<file path="config.mk">
export PLATFORM = sky130hd
export DESIGN_NAME = dmem_arbiter
export DESIGN_NICKNAME = d
export VERILOG_FILES = /design/src/rtl/dmem_arbiter.sv
export SDC_FILE = /design/constraint.sdc
export NUM_CORES = 1
export LEC_CHECK = 0
export ABC_AREA = 1
export BUFFER_PORTS_ARGS = -buffer_cell sky130_fd_sc_hd__buf_4
export CAP_MARGIN = 30
export CELL_PAD_IN_SITES_DETAIL_PLACEMENT = 0
export CELL_PAD_IN_SITES_GLOBAL_PLACEMENT = 1
export CORE_MARGIN = 1
export CORE_UTILIZATION = 29
export CTS_BUF_LIST = sky130_fd_sc_hd__clkbuf_8
export DETAILED_ROUTE_END_ITERATION = 8
export PLACE_DENSITY_LB_ADDON = 0.1
export SLEW_MARGIN = 25
export SYNTH_ARGS = -nofsm -noshare
export SYNTH_HDL_FRONTEND = slang
export SYNTH_SLANG_ARGS = --single-unit
</file>
<file path="constraint.sdc">
create_clock -name clk -period 2 [get_ports clk]
set_clock_uncertainty 0.1 [all_clocks]
set_input_delay 0 -clock clk [delete_from_list [all_inputs] [get_ports clk]]
set_output_delay 0 -clock clk [all_outputs]
set_load 0.02 [all_outputs]
</file>
<file path="src/rtl/dmem_arbiter.sv">
// dmem_arbiter
//   Arbitrates a single synchronous-read data RAM port between the CPU MEM
//   stage (c_*) and a debug requester (d_*). Grants are combinational in the
//   request cycle. Sub-word stores are lane-aligned here: the write mask is
//   shifted by the byte offset and the store data by 8*offset. Read data comes
//   back one cycle after the grant and is tagged to its owner with a one-cycle
//   rvalid pulse.
//
//   Configuration macro: DMEM_ARB_FAIRNESS_EN
//     defined   - a starve counter lets a held debug request win after
//                 STARVE_MAX consecutive denials.
//     undefined - CPU has strict priority; STARVE_MAX is unused.
//
//   Ports
//     clk, rst_n                   clock, async active-low reset
//     c_req/c_we/c_addr/c_wdata    CPU request (held until granted)
//     c_gnt, c_stall, c_rvalid     CPU grant, pipeline stall, read valid
//     d_req/d_we/d_addr/d_wdata    debug request
//     d_gnt, d_rvalid              debug grant, read valid
//     rdata                        read word (valid with either rvalid)
//     ram_we/ram_addr/ram_din      RAM port controls (word address)
//     ram_dout                     RAM read data, one cycle after address
module dmem_arbiter #(
    parameter int STARVE_MAX = 4
) (
    input  logic        clk,
    input  logic        rst_n,
    input  logic        c_req,
    input  logic [3:0]  c_we,
    input  logic [31:0] c_addr,
    input  logic [31:0] c_wdata,
    output logic        c_gnt,
    output logic        c_stall,
    output logic        c_rvalid,
    input  logic        d_req,
    input  logic [3:0]  d_we,
    input  logic [31:0] d_addr,
    input  logic [31:0] d_wdata,
    output logic        d_gnt,
    output logic        d_rvalid,
    output logic [31:0] rdata,
    output logic [3:0]  ram_we,
    output logic [29:0] ram_addr,
    output logic [31:0] ram_din,
    input  logic [31:0] ram_dout
);

    // Cleared asynchronously by reset and set on the first rising edge with
    // rst_n high. Gating grants with it means a reset pulse that is released
    // before the next edge still kills any grant in that cycle, so no rvalid
    // and no counter update can leak out of the reset cycle.
    logic rst_done;

    always_ff @(posedge clk or negedge rst_n) begin
        if (!rst_n) rst_done <= 1'b0;
        else        rst_done <= 1'b1;
    end

    logic c_win, d_win;

`ifdef DMEM_ARB_FAIRNESS_EN
    logic [3:0] starve_cnt;
    logic       starved;

    assign starved = (starve_cnt == 4'(STARVE_MAX));

    always_comb begin
        c_win = c_req && !(d_req && starved);
        d_win = d_req && (!c_req || starved);
    end

    // Counts consecutive cycles the debug request was denied; saturates so a
    // starved debug request keeps winning until it is actually granted.
    always_ff @(posedge clk or negedge rst_n) begin
        if (!rst_n)
            starve_cnt <= 4'd0;
        else if (!rst_done || !d_req || d_gnt)
            starve_cnt <= 4'd0;
        else if (!starved)
            starve_cnt <= starve_cnt + 4'd1;
    end
`else
    always_comb begin
        c_win = c_req;
        d_win = d_req && !c_req;
    end

    logic [3:0] unused_starve_max;
    assign unused_starve_max = 4'(STARVE_MAX);
`endif

    assign c_gnt   = rst_done && c_win;
    assign d_gnt   = rst_done && d_win;
    assign c_stall = c_req && !c_gnt;

    // Selected request fields; CPU is chosen whenever it holds the grant.
    logic [3:0]  sel_we;
    logic [31:0] sel_addr, sel_wdata;
    logic [1:0]  sel_off;
    logic [3:0]  lane_we;
    logic [31:0] lane_din;
    logic        any_gnt;

    always_comb begin
        sel_we    = c_gnt ? c_we    : d_we;
        sel_addr  = c_gnt ? c_addr  : d_addr;
        sel_wdata = c_gnt ? c_wdata : d_wdata;
        sel_off   = sel_addr[1:0];
        // Full-word stores and loads keep their mask; sub-word masks move to
        // the addressed lane and bits pushed past lane 3 fall off.
        lane_we   = (sel_we == 4'hF || sel_we == 4'h0) ? sel_we : (sel_we << sel_off);
        lane_din  = (sel_we == 4'hF) ? sel_wdata : (sel_wdata << {sel_off, 3'b000});
    end

    assign any_gnt = c_gnt || d_gnt;

    // Address/data outputs hold their last driven values on idle cycles.
    logic [29:0] addr_q;
    logic [31:0] din_q;

    always_ff @(posedge clk or negedge rst_n) begin
        if (!rst_n) begin
            addr_q <= 30'd0;
            din_q  <= 32'd0;
        end else if (any_gnt) begin
            addr_q <= sel_addr[31:2];
            din_q  <= lane_din;
        end
    end

    assign ram_we   = any_gnt ? lane_we         : 4'h0;
    assign ram_addr = any_gnt ? sel_addr[31:2]  : addr_q;
    assign ram_din  = any_gnt ? lane_din        : din_q;

    // The rvalid pair doubles as the read-owner register: exactly one bit is
    // set in the cycle after a granted read.
    always_ff @(posedge clk or negedge rst_n) begin
        if (!rst_n) begin
            c_rvalid <= 1'b0;
            d_rvalid <= 1'b0;
        end else begin
            c_rvalid <= c_gnt && (c_we == 4'h0);
            d_rvalid <= d_gnt && (d_we == 4'h0);
        end
    end

    assign rdata = ram_dout;

endmodule

</file>
* Word-level counts from Yosys, hierarchy flattened
Cells that the tools add are included.
** Cells by class
- Equal/unequal tests :: 1
- Shifts and indexed selects :: 2
- Multiplexer cells :: 8
- Reduce and logical (&&, ||, !) cells :: 13
** Operators by type and width (count)
- 32-bit 2-to-1 mux :: 4
- 32-bit by 5-bit left shift with 32-bit output :: 1
- 30-bit 2-to-1 mux :: 1
- 4-bit logical NOT :: 3
- 4-bit 2-to-1 mux :: 3
- 1-bit logical AND :: 6
- 4-bit == test (second input constant) :: 1
- 4-bit by 2-bit left shift with 4-bit output :: 1
- 1-bit logical NOT :: 2
- 1-bit logical OR :: 2
** Word-level totals
- Bits in registers :: 65
- Bits of input ports :: 172

* Logic depth before layout (Yosys ltp)
Gate-level depths: netlist of the first run.
- Depth in word-level cells :: 6
- Mapped depth :: 11

* Worst setup path before layout of the first run
OpenSTA, ideal clock, no wires.
- Path type :: register to register
- From :: register rst_done
- To :: register addr_q[10]
- Data arrival time :: 1.648 ns
- Path slack :: 0.066 ns
- Stages on the path, launching flop included :: 8
- Path buffers :: 4
- Clock period less this slack :: 1.934 ns
- Path through :: dfrtp_1 > nand2_2 > buf_6 > buf_6 > buf_6 > buf_4 > nor2_1 > o21ai_0
** Between the ends
- Cells in the longest elaborated chain, start to end :: 3
** RTL lines
- start: declaration :: line 52 : logic rst_done;
- start signal: assignment :: line 55 : if (!rst_n) rst_done <= 1'b0;
- start signal: assignment :: line 56 : else rst_done <= 1'b1;
- 1-bit logical AND (on tied branches) :: line 92, 93
- 32-bit 2-to-1 mux or 1-bit logical OR (tied branches) :: line 106, 115
- 30-bit 2-to-1 mux *
- net ram_addr[10] :: line 43 : output logic [29:0] ram_addr,
- end signal: assignment :: line 126 : addr_q <= sel_addr[31:2];
- end: declaration :: line 118 : logic [29:0] addr_q;
Mark *: on every way through the listed nets, which the timed path passes. The rest lies on a longest branch.

* Worst setup path in the final report of the first run
- From :: register rst_done
- To :: output ram_din[9]
** Between the ends
- Cells in the longest elaborated chain, start to end :: 5
** RTL lines
- 1-bit logical AND :: line 92 : assign c_gnt = rst_done && c_win;
- 32-bit 2-to-1 mux (tied with other cells) :: line 107 : sel_wdata = c_gnt ? c_wdata : d_wdata;
- 32-bit by 5-bit left shift with 32-bit output or 4-bit == test (tied branches) :: line 112 : lane_din = (sel_we == 4'hF) ? sel_wdata : (sel_wdata << {sel_off, 3'b000});
- 32-bit 2-to-1 mux :: line 112
- 32-bit 2-to-1 mux * :: line 133 : assign ram_din = any_gnt ? lane_din : din_q;
- end: declaration :: line 44 : output logic [31:0] ram_din,
Mark *: on every way between the ends. The rest lies on a longest branch, timed or not.

==> results of run 1 <==
-- critical path: stages, from the launching register on --
cell,delay (ns)
dfrtp_2,0.47
buf_8,0.17
nand3_1,0.12
nand2_2,0.09
nand2_4,0.09
nor2_4,0.05
buf_6,0.12
nor2_8,0.17
nand2_1,0.09
a21oi_2,0.17
buf_6,0.15
-- flip-flops by register name (all words and copies together) (netlist names) --
name,count
din_q,32
d_rvalid,1
addr_q,30
rst_done,1
c_rvalid,1
-- cell usage in the layout (no fill, tap or decap), drive strengths merged --
master / instances
nand3: 77
dfrtp: 65
bufinv: 1
nor3: 1
dlygate4sd3: 125
nor4: 1
conb: 1
nor2: 53
o21ai: 49
a21oi: 48
buf: 251
mux2i: 8
inv: 25
clkinv: 1
clkbuf: 13
clkinvlp: 3
nand2: 232
-- repair_timing --
action / in CTS / in global routing
endpoints found under the hold margin: 147 / 0
resized for setup: 116 / 82
pin swaps: 12 / 15
buffers inserted: 6 / 18
endpoints found under the setup margin: 66 / 67
hold buffers: 125 / 0
cloned: 3 / 3
-- power breakdown --
group / switching, mW / leakage [nW] / internal (mW) / total, mW
Combinational: 1.23 / 3.30 / 1.09 / 2.32
Clock: 0.565 / 0.0949 / 0.611 / 1.18
Sequential: 0.0616 / 0.786 / 1.51 / 1.57
Total: 1.85 / 4.19 / 3.21 / 5.06
-- final cells by class --
type                    count  area (µm²)
inverters                  24        97.6
clock inverters             6        66.3
repair buffers            379        3520
well taps                 184         230
fillers                  1332        6320
clock buffers              10         138
flip-flops and latches     65        1630
multi-input cells         470        2590
-- per-stage QoR --
| step | setup slack, ns | setup TNS [ns] |
|---|---|---|
| floorplan | 0.0663 | 0 |
| global placement | 0.121 | 0 |
| detailed placement | 0.0625 | 0 |
| CTS | -0.177 | -5.04 |
| global route | -0.262 | -9.93 |
| finish | -0.149 | -3.15 |
-- logic make-up after synthesis --
group | count (synthesis) | synth area share [%]
AO/OA/AOI/OAI | 97 | 11.1
buffers and inverters | 95 | 13.6
flip-flops | 65 | 37.3
multiplexers | 8 | 1.84
other | 1 | 0.0860
AND/OR/NAND/NOR | 362 | 36.0
-- worst max path at each step --
stage | start | endpoint | slack [ns] | depth (start not counted)
2_1_floorplan | rst_done | addr_q[10] | 0.07 | 7
6_report | rst_done | ram_din[9] | -0.15 | 10
5_1_grt | rst_done | ram_din[15] | -0.26 | 10
3_5_place_dp | rst_done | ram_din[31] | 0.06 | 11
3_3_place_gp | rst_done | ram_din[22] | 0.12 | 10
4_1_cts | rst_done | ram_we[2] | -0.18 | 11
-- per-layer routing --
metal / vias up / share of wire [%] / routed length [µm] / global-route usage (%)
met5: - / 0 / 0 / 0
met4: 0 / 3.2 / 563 / 9.57
met3: 38 / 5.1 / 887 / 3.99
met2: 211 / 50 / 8800 / 39.2
met1: 2448 / 42 / 7300 / 25.9
li1: 2646 / - / - / -
==> summary.md, run 1 <==
| Metric | Value |
|---|---|
| Hold path cells | `5` |
| Worst-Skew Late Latency | `0.35 ns` |
| H-tree Lvls | `3` |
| Root buffer cell | `clkbuf_8` |
| Pleak | `4.19 nW` |
| Ranking of synthesized cells by area | `dfrtp_1, nand2_1, nand3_1` |
| Die footprint | `15500 µm²` |
| Power Dens Cells | `612 nW/µm²` |
| Finished Layout Cells | `1138` |
| TritonCTS clock tree | `done` |
| Max cap viols | `0` |
| Most common library cells after synthesis | `nand2_1, nand3_1, dfrtp_1` |
| Headroom to the max-slew limit | `41.5%` |
| Reg2reg end | `din_q[11]` |
| Post-synthesis average cell area | `6.94 µm²` |
| WHS Endpoint | `din_q[5]` |
| ANT cells | `0` |
| Clock Path Buffers | `2` |
| Clk slew on worst S/H paths | `0.07 ns` |
| Gr usage total | `22.1%` |
| Final #Nets | `1121` |
| Synth-to-Final Area Change | `89.7%` |
| Fraction of registers with async set/reset | `100%` |
| IO Pins | `275` |
| DR WL/cell | `15.4 µm` |
| CP Launch Type | `register` |
| DP HPWL | `11300 µm` |
| Hold_ws | `-0.0122 ns` |
| R2r startpoint | `rst_done` |
| Initial antenna violation count | `0` |
| CTS buffer count | `9` |
| Failing checks | `negative hold slack, negative setup slack` |
| Post-route ant nets | `0` |
| Synthesized area | `4360 µm²` |
| CTS Sinks | `65` |
| Max Clock Freq | `0.465 GHz` |
| Die height | `125 µm` |
| Status | `finished, violations left` |
| Die W | `125 µm` |
| Worst vdd ir | `351 µV` |
| Synth top area share | `37.3%` |
| Row cnt | `44` |
| Pins Over Slew Limit | `0` |
| Path type of the worst setup path | `reg2out` |
| Syn nets | `800` |
| Actual transition at the worst max-transition pin | `0.878 ns` |
| Main synth FF type | `dfrtp_1` |
| Largest net degree at the start of global routing | `66` |
| Placed inst area | `5870 µm²` |
| Post-synthesis sequential area ratio | `37.3%` |
| Cells after DPL | `967` |
| Power Total | `5.06 mW` |
| Post-layout min period | `2.15 ns` |
| Setup crit end kind | `output port` |
| Vias in the first global route | `5546` |
| RSZ-0062 raised after global routing | `true` |
| DRC Markers | `0` |
| Vias | `5343` |
| WL final | `17600 µm` |
| Crit Path Max Fanout | `11` |
| PortBufs | `210` |
| Most instantiated library cell after synthesis | `nand2_1` |
| Final core utilization | `56.7%` |
| Post-route setup slack | `-0.149 ns` |
| Initial DRT Pass Iterations | `5` |
| Gate Count Post-Synth | `628` |
| First-pass GRT wire length | `27300 µm` |
| Drt first-iter violations | `173` |
| R2r worst-path depth | `13` |
| Final Instance Area | `8270 µm²` |
| Flops & latches, synth | `65` |
| Fraction of layout cells with a size suffix above 1 | `41.4%` |
| Initial Utilization | `29.9%` |
| CP Data Arrival Time | `2.05 ns` |
| Yosys top cell by area | `dfrtp_1` |
| Gr ovfl total | `0` |
| Core area | `14600 µm²` |
| Yosys warning total | `0` |
| GPL Wtd Cong | `0.845` |
| Final Cycle Share | `107%` |
| Fin. Hold Viols | `2` |
| Vias per std cell | `4.70` |
| Final setup violation count | `51` |
| Hold path start | `d_wdata[5]` |
| R2r setup slk | `0 ns` |
| Tightest Hold Check Type | `in2reg` |
| Number of synthesized flops with an enable pin | `0` |
| Cell variety after synth | `27` |
| Worst path required time | `1.90 ns` |
Power figures use the tool's default switching activity.
==> run 2: changes to the inputs <==
Settings changed: BUFFER_PORTS_ARGS -buffer_cell sky130_fd_sc_hd__buf_4 to default, CORE_AREA from default to 2 2 106 108, CORE_MARGIN 1 to default, CORE_UTILIZATION 29 to default, DIE_AREA from default to 0 0 108 110, DONT_BUFFER_PORTS from default to 1.
==> summary.md, run 2 (same netlist as run 1, synthesis figures left out) <==
| Metric | Value |
|---|---|
| Final #Nets | `1023` |
| Gr usage total | `26.4%` |
| RSZ-0062 raised after global routing | `true` |
| Failing checks | `negative setup slack` |
| Largest net degree at the start of global routing | `66` |
| Setup crit end kind | `output port` |
| Power Dens Cells | `655 nW/µm²` |
| Drt first-iter violations | `342` |
| Gr ovfl total | `0` |
| Row cnt | `38` |
| Post-route ant nets | `0` |
| CP Launch Type | `register` |
| Synth-to-Final Area Change | `80.7%` |
| Power Total | `5.16 mW` |
| Post-route setup slack | `-0.187 ns` |
| Final Instance Area | `7880 µm²` |
| Pleak | `3.79 nW` |
| R2r setup slk | `0.08 ns` |
| Die height | `110 µm` |
| Initial Utilization | `40.7%` |
| Final Cycle Share | `109%` |
| Placed inst area | `4730 µm²` |
| Pins Over Slew Limit | `0` |
| CTS Sinks | `65` |
| Grt met1 use | `31.9%` |
| Worst Setup SP | `rst_done` |
| R2r startpoint | `rst_done` |
| Root buffer cell | `clkbuf_8` |
| Crit path to | `ram_din[30]` |
| Initial DRT Pass Iterations | `5` |
| Routing usage on met3 | `4.70%` |
| Crit Path Max Fanout | `8` |
| DRC Markers | `0` |
| Path type of the worst setup path | `reg2out` |
| Most frequent cells in the layout | `nand2_1, dlygate4sd3_1, buf_4` |
| Core area | `10700 µm²` |
| Max FFs per register | `32` |
| Gr busiest metal | `met2` |
| IO Pins | `275` |
| Final core utilization | `73.6%` |
| CTS buffer count | `9` |
| CP Data Arrival Time | `2.09 ns` |
| Worst slack, placed | `0.0593 ns` |
| Commonest non-fill, non-tap cell in the layout | `nand2_1` |
| ANT cells | `0` |
| Fraction of layout cells with a size suffix above 1 | `34.8%` |
| Vias per std cell | `5.25` |
| Clock Path Buffers | `2` |
| Global Route met2 Usage | `47.8%` |
| Initial antenna violation count | `0` |
| R2r worst-path depth | `11` |
| WL final | `18000 µm` |
| First-pass GRT wire length | `24300 µm` |
| Max Clock Freq | `0.457 GHz` |
| Status | `finished, violations left` |
| PortBufs | `0` |
| Vias in the first global route | `4900` |
| DP HPWL | `9680 µm` |
| Worst vdd ir | `422 µV` |
| Largest Register | `din_q` |
| Post-layout min period | `2.19 ns` |
| Fin. Hold Viols | `0` |
| GPL Wtd Cong | `0.855` |
| Worst-Skew Late Latency | `0.34 ns` |
| TritonCTS clock tree | `done` |
| Die W | `108 µm` |
| DR WL/cell | `18.1 µm` |
| Die footprint | `11900 µm²` |
| Tightest Hold Check Type | `in2reg` |
| Worst path required time | `1.90 ns` |
| H-tree Lvls | `3` |
| Max cap viols | `0` |
| Top flop regs | `din_q x32, addr_q x30` |
| Final setup violation count | `66` |
| Clk slew on worst S/H paths | `0.08 ns` |
| Reg2reg end | `din_q[29]` |
| Vias | `5233` |
run 2: changes by cell type in the layout (fill, tap and decap cells not counted), sizes merged:
| cell | before | now |
|---|---|---|
| buf | 251 | 125 |
| dlygate4sd3 | 125 | 148 |
| clkbuf | 13 | 15 |
| clkinv | 1 | 3 |
| clkinvlp | 3 | 1 |
| nand2 | 232 | 234 |
| bufinv | 1 | 2 |
run 2: power breakdown:
part / switching (mW) / internal [mW]
Combinational: 1.28 / 1.06
Clock: 0.550 / 0.702
Sequential: 0.0573 / 1.51
run 2: layout make-up:
| class | count | area, µm² |
|---|---|---|
| clock buffer | 9 | 124 |
| inverter | 24 | 100 |
| fill | 791 | 2820 |
| sequential | 65 | 1630 |
| timing repair buffer | 279 | 2960 |
| clock inverter | 7 | 93.8 |
| multi-input combinational | 472 | 2800 |
| tap | 140 | 175 |
run 2: worst max-delay path, stage by stage, from the launching register on:
cell and delay [ns]:
dfrtp_2 0.48, nand2_8 0.12, buf_12 0.17, nand2_4 0.06, nand2_4 0.05, nor2_4 0.16
nand2_8 0.13, clkbuf_16 0.20, nand2_2 0.08, nand3_2 0.06, nand2_2 0.09, buf_6 0.12
run 2: worst min-delay path by stage:
stage	slack (ns)	to	cells past startpoint	from
final	0.01	din_q[10]	4	d_wdata[10]
after global routing	0.002	addr_q[25]	4	c_req
after CTS	0.0007	din_q[1]	4	c_wdata[1]
after detailed placement	-0.39	din_q[17]	0	rst_n
after global placement	-0.39	din_q[17]	0	rst_n
after floorplan	-0.40	addr_q[0]	0	rst_n
run 2: metal layers:
metal / up-vias / routed length, µm
met1: 2459 / 6980
met4: 0 / 510
met3: 48 / 1230
li1: 2453 / -
met5: - / 0
met2: 273 / 9270
run 2: repair_timing:
item,4_1_cts,5_1_grt
setup buffers,6,32
hold buffers,149,0
gates cloned,4,10
hold endpoints to repair,160,0
endpoints found under the setup margin,66,66
pin swaps,2,59
gates resized for setup,73,173
run 2: per-stage QoR:
stage | std cells | setup TNS, ns | hold WS, ns
floorplan | 628 | 0 | -0.396
global placement | 779 | 0 | -0.394
detailed placement | 779 | 0 | -0.394
CTS | 954 | -5.00 | 0.000746
global route | 996 | -10.74 | 0.00154
finish | 996 | -5.98 | 0.00985
==> run 3: changes to the inputs <==
Settings changed: ABC_AREA 1 to default.
==> summary.md, run 3 <==
| Metric | Value |
|---|---|
| Status | `finished, violations left` |
| Failing checks | `negative hold slack, negative setup slack` |
| Die W | `108 µm` |
| Worst-Skew Late Latency | `0.35 ns` |
| Max stage delay on crit path | `0.47 ns` |
| Top flop regs | `din_q x32, addr_q x30` |
| Critical-path cell list | `nand2_8, inv_12, buf_8, buf_12, buf_12, nand2_1, a21oi_2, a22o_4, buf_12` |
| Final #Nets | `1004` |
| Max FFs per register | `32` |
| Die footprint | `11900 µm²` |
| Final setup violation count | `67` |
| R2r setup slk | `-0.06 ns` |
| WL final | `26300 µm` |
| Yosys top cell by area | `dfrtp_1` |
| CTS Sinks | `65` |
| Drt first-iter violations | `708` |
| Finished Layout Cells | `978` |
| Synth-to-Final Area Change | `110%` |
| Yosys warning total | `0` |
| Actual transition at the worst max-transition pin | `0.750 ns` |
| Root buffer cell | `clkbuf_8` |
| Worst path required time | `1.90 ns` |
| Pleak | `4.12 nW` |
| Number of synthesized flops with an enable pin | `0` |
| Gr usage total | `32.3%` |
| Post-layout min period | `2.23 ns` |
| IO Pins | `275` |
| Most frequent cells in the layout | `dlygate4sd3_1, buf_4, nand2_1` |
| Gate Count Post-Synth | `566` |
| Core area | `10700 µm²` |
| Hold path cells | `4` |
| Commonest non-fill, non-tap cell in the layout | `dlygate4sd3_1` |
| H-tree Lvls | `3` |
| Synth Area in Simple Gates | `20.7%` |
| Largest family of logic cells by synthesized area | `compound AO/OA/AOI/OAI gates` |
| CP most frequent cell | `buf_12` |
| CP Launch Type | `register` |
| Initial antenna violation count | `1` |
| Power Dens Cells | `595 nW/µm²` |
| CP Data Arrival Time | `2.13 ns` |
| Hold_ws | `-0.0161 ns` |
| DR WL/cell | `26.9 µm` |
| Crit Path Max Fanout | `8` |
| R2r startpoint | `rst_done` |
| R2r worst-path depth | `7` |
| Clk slew on worst S/H paths | `0.08 ns` |
| Most instantiated library cell after synthesis | `nand2_1` |
| Post-synthesis sequential area ratio | `35.5%` |
| Syn nets | `738` |
| Max Clock Freq | `0.449 GHz` |
| Cells after DPL | `715` |
| Fin. Hold Viols | `2` |
| Row cnt | `38` |
| Slowest cell on crit path | `dfrtp_2` |
| Post-Synth Adder-Cell Area | `0%` |
| Setup crit end kind | `output port` |
| Ranking of synthesized cells by area | `dfrtp_1, nand2_1, mux2i_1` |
| Final Cycle Share | `111%` |
| TritonCTS clock tree | `done` |
| Synth top area share | `35.5%` |
| CTS buffer count | `9` |
| Vias | `6168` |
| DRC Markers | `0` |
| Flops & latches, synth | `65` |
| DP HPWL | `10800 µm` |
| Max cap viols | `0` |
| Fraction of layout cells with a size suffix above 1 | `43.2%` |
| Clock Path Buffers | `2` |
| GPL Wtd Cong | `0.838` |
| Initial DRT Pass Iterations | `5` |
| Most common library cells after synthesis | `nand2_1, dfrtp_1, nor2_1` |
| Xor/xnor share of the synthesized area | `0%` |
| Compound-Gate Fraction of Synth Area | `21.9%` |
| Vias per std cell | `6.31` |
| Reg2reg end | `din_q[29]` |
| Die height | `110 µm` |
| Post-route setup slack | `-0.226 ns` |
| Largest net degree at the start of global routing | `66` |
| Worst slack, placed | `-0.145 ns` |
| Main synth FF type | `dfrtp_1` |
| Worst vdd ir | `535 µV` |
| Initial Utilization | `42.9%` |
| Path type of the worst setup path | `reg2out` |
| Post-synthesis average cell area | `8.11 µm²` |
| WHS Endpoint | `din_q[22]` |
| PortBufs | `0` |
| RSZ-0062 raised after global routing | `true` |
| Pins Over Slew Limit | `0` |
| Largest Register | `din_q` |
| Synthesized area | `4590 µm²` |
| Mux cell area share after synthesis | `7.91%` |
| Gr ovfl total | `0` |
| Vias in the first global route | `5489` |
| Cell variety after synth | `45` |
| Post-route ant nets | `0` |
| Headroom to the max-slew limit | `49.8%` |
| First-pass GRT wire length | `29400 µm` |
| Fraction of registers with async set/reset | `100%` |
| Tightest Hold Check Type | `in2reg` |
| Hold path start | `c_wdata[22]` |
## run 3: cell types whose count changed in the layout (fill, tap and decap cells not counted), sizes merged, moves of 20 or more
cell	previous run	this run
a31oi	0	41
buf	125	165
nand2	234	105
a21oi	48	28
nand3	77	13
o21ai	49	3
mux2i	8	34
## run 3: worst max-delay path: cells and delay by family, from the launching register on
kind	cells	cell delay [ns]
buffers and inverters	5	0.71
AO/OA/AOI/OAI	2	0.33
flip-flops	1	0.47
AND/OR/NAND/NOR	2	0.25
## run 3: area by class of cell
cell class	count	area [µm²]
Clock buffer	10	138
Sequential cell	65	1630
Tap cell	140	175
Fill cell	422	1080
Inverter	43	174
Clock inverter	6	90.1
Antenna cell	1	2.50
Timing Repair Buffer	330	3590
Multi-Input combinational cell	383	3820
## run 3: power breakdown
part	internal (mW)	total [mW]	switching, mW
Clock	0.741	1.36	0.618
Combinational	1.36	2.78	1.42
Sequential	1.50	1.57	0.0779
## run 3: cells by family (layout without fill, tap and decap cells)
kind of cell | Yosys count | in the layout
simple gates | 205 | 205
mux | 36 | 36
other cells | 1 | 2
buf+inv | 122 | 389
compound gates | 137 | 141
flops | 65 | 65
## run 3: how the worst max path moves through the flow
stage | from | end | slack, ns | depth (start not counted)
3_5_place_dp | rst_done | ram_din[29] | -0.14 | 7
6_report | rst_done | ram_din[1] | -0.23 | 9
5_1_grt | rst_done | ram_din[24] | -0.29 | 6
3_3_place_gp | rst_done | ram_din[28] | -0.07 | 7
2_1_floorplan | rst_done | din_q[24] | -0.08 | 6
4_1_cts | rst_done | ram_din[28] | -0.20 | 6
## run 3: metrics by stage
step / utilization [%] / TNS [ns] / hold WS [ns] / cell area [µm²] / total power, mW
final: 89.9 / -8.50 / -0.0161 / 9610 / 5.72
after global routing: 89.9 / -11.44 / 0.00635 / 9610 / 5.89
after CTS: 74.5 / -5.83 / -0.0393 / 7970 / 4.96
after detailed placement: 47.7 / -0.401 / -0.393 / 5110 / 2.88
after global placement: 47.7 / -0.182 / -0.394 / 5110 / 2.86
after floorplan: - / -0.582 / -0.396 / 4670 / 2.53
## run 3: timing repair
item	4_1_cts	5_1_grt
hold endpoints to repair	154	5
hold buffers	150	3
gates cloned	6	18
gates resized for setup	142	182
pin swaps	39	74
buffers inserted	37	37
setup endpoints to repair	67	71
## run 3: routing by layer
layer  routed length (µm)  up-vias  track usage (%)
met2                12800      536             56.1
met4                 1980        0             11.6
met1                 8910     2929             40.2
met3                 2690      172             6.11
met5                    0        -                0
li1                     -     2531                -
